[config.mk]
export PLATFORM = sky130hd
export DESIGN_NAME = freq_meter
export DESIGN_NICKNAME = d
export VERILOG_FILES = /design/src/rtl/freq_meter_pkg.sv /design/src/rtl/bin2bcd_seq.sv /design/src/rtl/freq_meter.sv
export SDC_FILE = /design/constraint.sdc
export NUM_CORES = 1
export LEC_CHECK = 0
export CAP_MARGIN = 5
export CORE_ASPECT_RATIO = 0.7
export CORE_MARGIN = 5
export CORE_UTILIZATION = 45
export DETAILED_ROUTE_END_ITERATION = 12
export PLACE_DENSITY_LB_ADDON = 0.12
export SKIP_CTS_REPAIR_TIMING = 1
export SLEW_MARGIN = 20
export SYNTH_ARGS = -nofsm -noshare
export SYNTH_HDL_FRONTEND = slang
export SYNTH_SLANG_ARGS = --single-unit
[constraint.sdc]
create_clock -name i_clk -period 3.15 [get_ports i_clk]
set_input_delay 0.315 -clock i_clk [delete_from_list [all_inputs] [get_ports i_clk]]
set_output_delay 0.315 -clock i_clk [all_outputs]
set_load 0.01 [all_outputs]
[src/rtl/freq_meter_pkg.sv]
// Shared widths, conversion FSM states and the double-dabble adjust step
// for the frequency meter.
package freq_meter_pkg;
   localparam int BIN_W       = 14;
   localparam int BCD_DIGITS  = 4;
   localparam int BCD_W       = 4 * BCD_DIGITS;
   localparam int SHIFT_STEPS = 14;

   typedef enum logic [1:0] {IDLE, SHIFT, DONE} conv_state_t;

   // Add 3 to every nibble >= 5 so the following left shift carries correctly.
   function automatic logic [BCD_W-1:0] dabble_add3(input logic [BCD_W-1:0] bcd);
      logic [BCD_W-1:0] res;
      res = bcd;
      for (int d = 0; d < BCD_DIGITS; d++) begin
         if (bcd[4*d +: 4] >= 4'd5) res[4*d +: 4] = bcd[4*d +: 4] + 4'd3;
      end
      return res;
   endfunction
endpackage

[src/rtl/bin2bcd_seq.sv]
// Serial double-dabble converter: one bit per cycle, busy from the start
// edge until the done cycle ends.
module bin2bcd_seq
   import freq_meter_pkg::*;
(
   input  logic             i_clk,
   input  logic             i_rst_n,
   input  logic             i_start,
   input  logic [BIN_W-1:0] i_bin,
   output logic             o_busy,
   output logic             o_done,
   output logic [BCD_W-1:0] o_bcd
);
   localparam int STEP_W = $clog2(SHIFT_STEPS);

   conv_state_t        r_state;
   conv_state_t        w_next;
   logic [STEP_W-1:0]  r_step;
   logic [BIN_W-1:0]   r_bin;
   logic [BCD_W-1:0]   r_bcd;
   logic [BCD_W-1:0]   w_adj;
   logic               w_last;

   assign w_adj  = dabble_add3(r_bcd);
   assign w_last = (r_step == STEP_W'(SHIFT_STEPS - 1));

   always_ff @(posedge i_clk or negedge i_rst_n) begin
      if (!i_rst_n) r_state <= IDLE;
      else          r_state <= w_next;
   end

   always_comb begin
      w_next = r_state;
      case (r_state)
         IDLE:    if (i_start) w_next = SHIFT;
         SHIFT:   if (w_last)  w_next = DONE;
         DONE:    w_next = IDLE;
         default: w_next = IDLE;
      endcase
   end

   always_comb begin
      o_busy = (r_state != IDLE);
      o_done = (r_state == DONE);
   end

   always_ff @(posedge i_clk or negedge i_rst_n) begin
      if (!i_rst_n) begin
         r_step <= '0;
         r_bin  <= '0;
         r_bcd  <= '0;
      end else begin
         case (r_state)
            IDLE: begin
               if (i_start) begin
                  r_bin  <= i_bin;
                  r_bcd  <= '0;
                  r_step <= '0;
               end
            end
            SHIFT: begin
               {r_bcd, r_bin} <= {w_adj, r_bin} << 1;
               r_step         <= r_step + STEP_W'(1);
            end
            default: ;
         endcase
      end
   end

   assign o_bcd = r_bcd;
endmodule

[src/rtl/freq_meter.sv]
// Counts rising edges of an asynchronous input over a fixed gate window and
// reports the saturated count in binary and packed BCD.
module freq_meter
   import freq_meter_pkg::*;
#(
   parameter int F_CLK     = 50_000_000,
   parameter int GATE_MS   = 1000,
   parameter int MAX_COUNT = 9999
)(
   input  logic             i_clk,
   input  logic             i_rst_n,
   input  logic             i_sig,
   output logic [BIN_W-1:0] o_freq,
   output logic [BCD_W-1:0] o_bcd,
   output logic             o_ovf,
   output logic             o_valid,
   output logic             o_busy
);
   localparam int               GATE_CYCLES = F_CLK / 1000 * GATE_MS;
   localparam int               GATE_W      = $clog2(GATE_CYCLES);
   localparam logic [BIN_W-1:0] MAX_C       = BIN_W'(MAX_COUNT);

   // The converter must finish well inside one window.
   generate
      if (GATE_CYCLES < 32) begin : g_bad_gate
         $error("freq_meter: GATE_CYCLES must be at least 32");
      end
      if (MAX_COUNT > 9999) begin : g_bad_max
         $error("freq_meter: MAX_COUNT must not exceed 9999");
      end
   endgenerate

   logic              r_sync1, r_sync2, r_prev;
   logic              w_rise;
   logic [GATE_W-1:0] r_gate;
   logic              w_gate_end;
   logic [BIN_W-1:0]  r_count;
   logic              r_ovf_flag;
   logic              w_at_max;
   logic [BIN_W-1:0]  w_snap;
   logic              w_ovf_snap;
   logic [BIN_W-1:0]  r_snap;
   logic              r_ovf_snap;
   logic              w_busy, w_done;
   logic [BCD_W-1:0]  w_bcd;
   logic [BIN_W-1:0]  r_freq;
   logic [BCD_W-1:0]  r_bcd;
   logic              r_ovf, r_valid;

   always_ff @(posedge i_clk or negedge i_rst_n) begin
      if (!i_rst_n) begin
         r_sync1 <= 1'b0;
         r_sync2 <= 1'b0;
         r_prev  <= 1'b0;
      end else begin
         r_sync1 <= i_sig;
         r_sync2 <= r_sync1;
         r_prev  <= r_sync2;
      end
   end

   assign w_rise     = r_sync2 & ~r_prev;
   assign w_gate_end = (r_gate == GATE_W'(GATE_CYCLES - 1));
   assign w_at_max   = (r_count == MAX_C);
   // A rise landing on the last gate cycle still belongs to this window.
   assign w_snap     = w_at_max ? MAX_C : r_count + {{(BIN_W-1){1'b0}}, w_rise};
   assign w_ovf_snap = r_ovf_flag | (w_rise & w_at_max);

   always_ff @(posedge i_clk or negedge i_rst_n) begin
      if (!i_rst_n)        r_gate <= '0;
      else if (w_gate_end) r_gate <= '0;
      else                 r_gate <= r_gate + GATE_W'(1);
   end

   always_ff @(posedge i_clk or negedge i_rst_n) begin
      if (!i_rst_n) begin
         r_count    <= '0;
         r_ovf_flag <= 1'b0;
         r_snap     <= '0;
         r_ovf_snap <= 1'b0;
      end else if (w_gate_end) begin
         r_count    <= '0;
         r_ovf_flag <= 1'b0;
         r_snap     <= w_snap;
         r_ovf_snap <= w_ovf_snap;
      end else if (w_rise) begin
         if (w_at_max) r_ovf_flag <= 1'b1;
         else          r_count    <= r_count + BIN_W'(1);
      end
   end

   bin2bcd_seq u_bcd (
      .i_clk   (i_clk),
      .i_rst_n (i_rst_n),
      .i_start (w_gate_end),
      .i_bin   (w_snap),
      .o_busy  (w_busy),
      .o_done  (w_done),
      .o_bcd   (w_bcd)
   );

   always_ff @(posedge i_clk or negedge i_rst_n) begin
      if (!i_rst_n) begin
         r_freq  <= '0;
         r_bcd   <= '0;
         r_ovf   <= 1'b0;
         r_valid <= 1'b0;
      end else begin
         r_valid <= w_done;
         if (w_done) begin
            r_freq <= r_snap;
            r_bcd  <= w_bcd;
            r_ovf  <= r_ovf_snap;
         end
      end
   end

   assign o_freq  = r_freq;
   assign o_bcd   = r_bcd;
   assign o_ovf   = r_ovf;
   assign o_valid = r_valid;
   assign o_busy  = w_busy;

   a_gate_end_idle: assert property (@(posedge i_clk) disable iff (!i_rst_n) w_gate_end |-> !w_busy);
endmodule

==> impl_metrics.ini <==
[run_status]
status = finished, final reports clean

[logic_synthesis]
synthDistinctLibCells = 44
syn_nets = 579
syn_area_um2 = 5850
synth_top_area_share_pct = 54.3
syn-instance-count = 562
synth_top_area_cell = dfrtp_1
synthTopCellsByArea = dfrtp_1, nand2_1, xnor2_1
postSynthAreaPerCell_um2 = 10.4
ys_ff_latch = 127
ys_seq_area_share_pct = 54.3
yosysWarningCount = 0

[routing]
via_count = 4005
post_drt_wl_per_cell_um = 15.5
via_per_inst = 5.17
postRouteAntennaNets = 0
drt-initial-drc-count = 247
dr.pass1.iters = 4
routed_wl_mm = 12.0
post-route-drc-count = 0

[run]
maxCapViolCount = 0

[clocking]
cts_tree = done
numCtsBuffers = 17
path_clk_slew_ns = 0.06
clock-sinks = 127
clk_latency_ns = 0.41
clock_path_buffers = 2
cts-root-buf = clkbuf_16
htree_levels = 4

[finish]
most-common-layout-cells = dfrtp_1, nand2_1, nor2_1
area_growth_pct = 19.8
n_antenna_cell = 0
layout-drive-gt1-share_pct = 12.3
nets = 616
final_common_cell = dfrtp_1
final_cells = 774
nFillCells = 1087

[floorplan]
die_w_um = 146
fp.dieH_um = 105
pin_count = 36
placementRows = 34
fp.dieArea_um2 = 15400
core_area_um2 = 12600
start_util_pct = 46.5

[pwr]
pwr-share-clk_pct = 52.2
p_int_mw = 3.15
seq_power_share_pct = 43.1
power.total_mw = 4.02
p_switching_mw = 0.873
ir_worst_vdd_mv = 0.358
p_comb_share_pct = 4.6
p_sw_share_pct = 21.7
p_leak_nw = 3.23
power_density_nw_per_um2 = 574

[critical_path]
cp_max_fo = 23
end_kind = flop
slowest_stage = or4_4
reg2reg_depth = 6
critPathArrivalTime_ns = 2.77
setup.worst_path.start_class = flop
cp_cell_sequence = or4_4 -> nor4_4 -> a41oi_4 -> buf_4 -> o21ai_0 -> nand2_1
critical_path.top_delay_family = simple AND/OR/NAND/NOR gates
worstSetupStartpoint = r_gate[9]
path_buf_inv = 1
reg2reg_slack_ns = 0.68
timing.rr.start = r_gate[9]
max_stage_delay_ns = 0.55
crit_required_ns = 3.44
r2r_end = u_bcd.o_bcd[15]
worstSetupPathType = flop to flop

[global_route]
antenna_found_initial = 0
grt_max_degree = 128
overflow = 0
grt.total_usage_pct = 16.4
grt_pass1_vias = 3982
grt_pass1_wl_mm = 20.4

[place]
dp_hpwl_mm = 7.94
gp_congestion = 0.829
io_buffers = 35
place_inst = 742

[hold_path]
worstHoldPathType = input pin to async pin

[timing]
post-route-period-util_pct = 78.5
rsz0062_at_grt = false
holdWs_ns = 0.00648
relSlewSlack_pct = 50.5
fin_crit_ns = 2.47
final.setup.tns_ns = 0
fin_skew_ns = 0.00785
maxSlewViolCount = 0
fmaxAchievable_mhz = 404
hold_viol_final = 0
worst_slew_pin_slew_ns = 0.739
setup_violations = 0
## stage by stage
stage               setup slack, ns  cell area, um^2  util, %
floorplan                      1.11             5850        -
global placement              0.742             6370     50.6
detailed placement            0.727             6370     50.6
CTS                           0.666             7010     55.7
global route                  0.512             7010     55.7
finish                        0.676             7010     55.7
## cells by family (layout without fill, tap and decap cells)
group	Yosys count	in the layout	synth area share, %
muxes	25	25	4.79
xor gates and xnor gates	57	57	8.53
and+or+nand+nor	215	215	17.2
buffers and inverters	43	93	3.06
adders and majority gates	14	14	2.99
DFF	127	127	54.3
AOI/OAI and AO/OA	81	81	9.15
## flip-flops by register name, summed over array words and instances (netlist names), 2 cells and up
name and count:
o_freq 14, r_snap 14, r_count 14, u_bcd.r_step 4, u_bcd.r_state 2, u_bcd.o_bcd 16, r_gate 26, o_bcd 16
u_bcd.r_bin 14
## Yosys cell counts (all sizes together)
master,instances
o21ai,42
nor4,8
xor2,25
and2,2
nor4bb,1
mux2i,1
or4b,1
a22oi,1
nor3,19
nand4bb,1
buf,7
clkbuf,20
nand3,26
a21o,7
nand4,10
a22o,4
or4,2
a211oi,7
a41oi,2
inv,16
ha,14
mux2,24
and4,1
nand2b,7
xnor2,32
and3,2
o31ai,6
nor2,56
nand2,76
a21oi,9
a31oi,1
o22ai,1
or3,2
dfrtp,127
o221ai,1
nor4b,1
## final cells by class
type	instances	area, um^2	share of cell area [%]
tap	162	203	2.89
inverter	16	60.1	0.857
timing repair buffer	45	435	6.21
sequential	127	3180	45.3
clock inverter	9	154	2.19
multi-input combinational	392	2490	35.6
clock buffer	23	488	6.96
## worst max-delay path by stage
stage                     slack [ns]  depth (start not counted)         endpoint
after floorplan                 1.11                         10  u_bcd.r_bin[12]
after global placement          0.74                          5  u_bcd.o_bcd[10]
after detailed placement        0.73                          6   u_bcd.o_bcd[3]
after CTS                       0.67                          6  u_bcd.o_bcd[15]
after global routing            0.51                          7  u_bcd.o_bcd[15]
final                           0.68                          6  u_bcd.o_bcd[15]
## power by group through the flow
stage	clock [mW]	sequential [mW]	combinational (mW)
2_1_floorplan	0	1.72	0.148
3_3_place_gp	0	1.76	0.190
3_5_place_dp	0	1.76	0.190
4_1_cts	2.15	1.73	0.192
5_1_grt	2.24	1.74	0.218
6_report	2.10	1.73	0.186
## layer usage
metal | up-vias | part of all wire [%] | GRT usage (%)
met4 | 0 | 1.1 | 4.70
met5 | - | 0 | 0
met2 | 68 | 44 | 24.5
li1 | 1993 | - | -
met3 | 15 | 3.7 | 4.59
met1 | 1929 | 52 | 23.6
No activity file was read; power rests on OpenSTA's default activity.
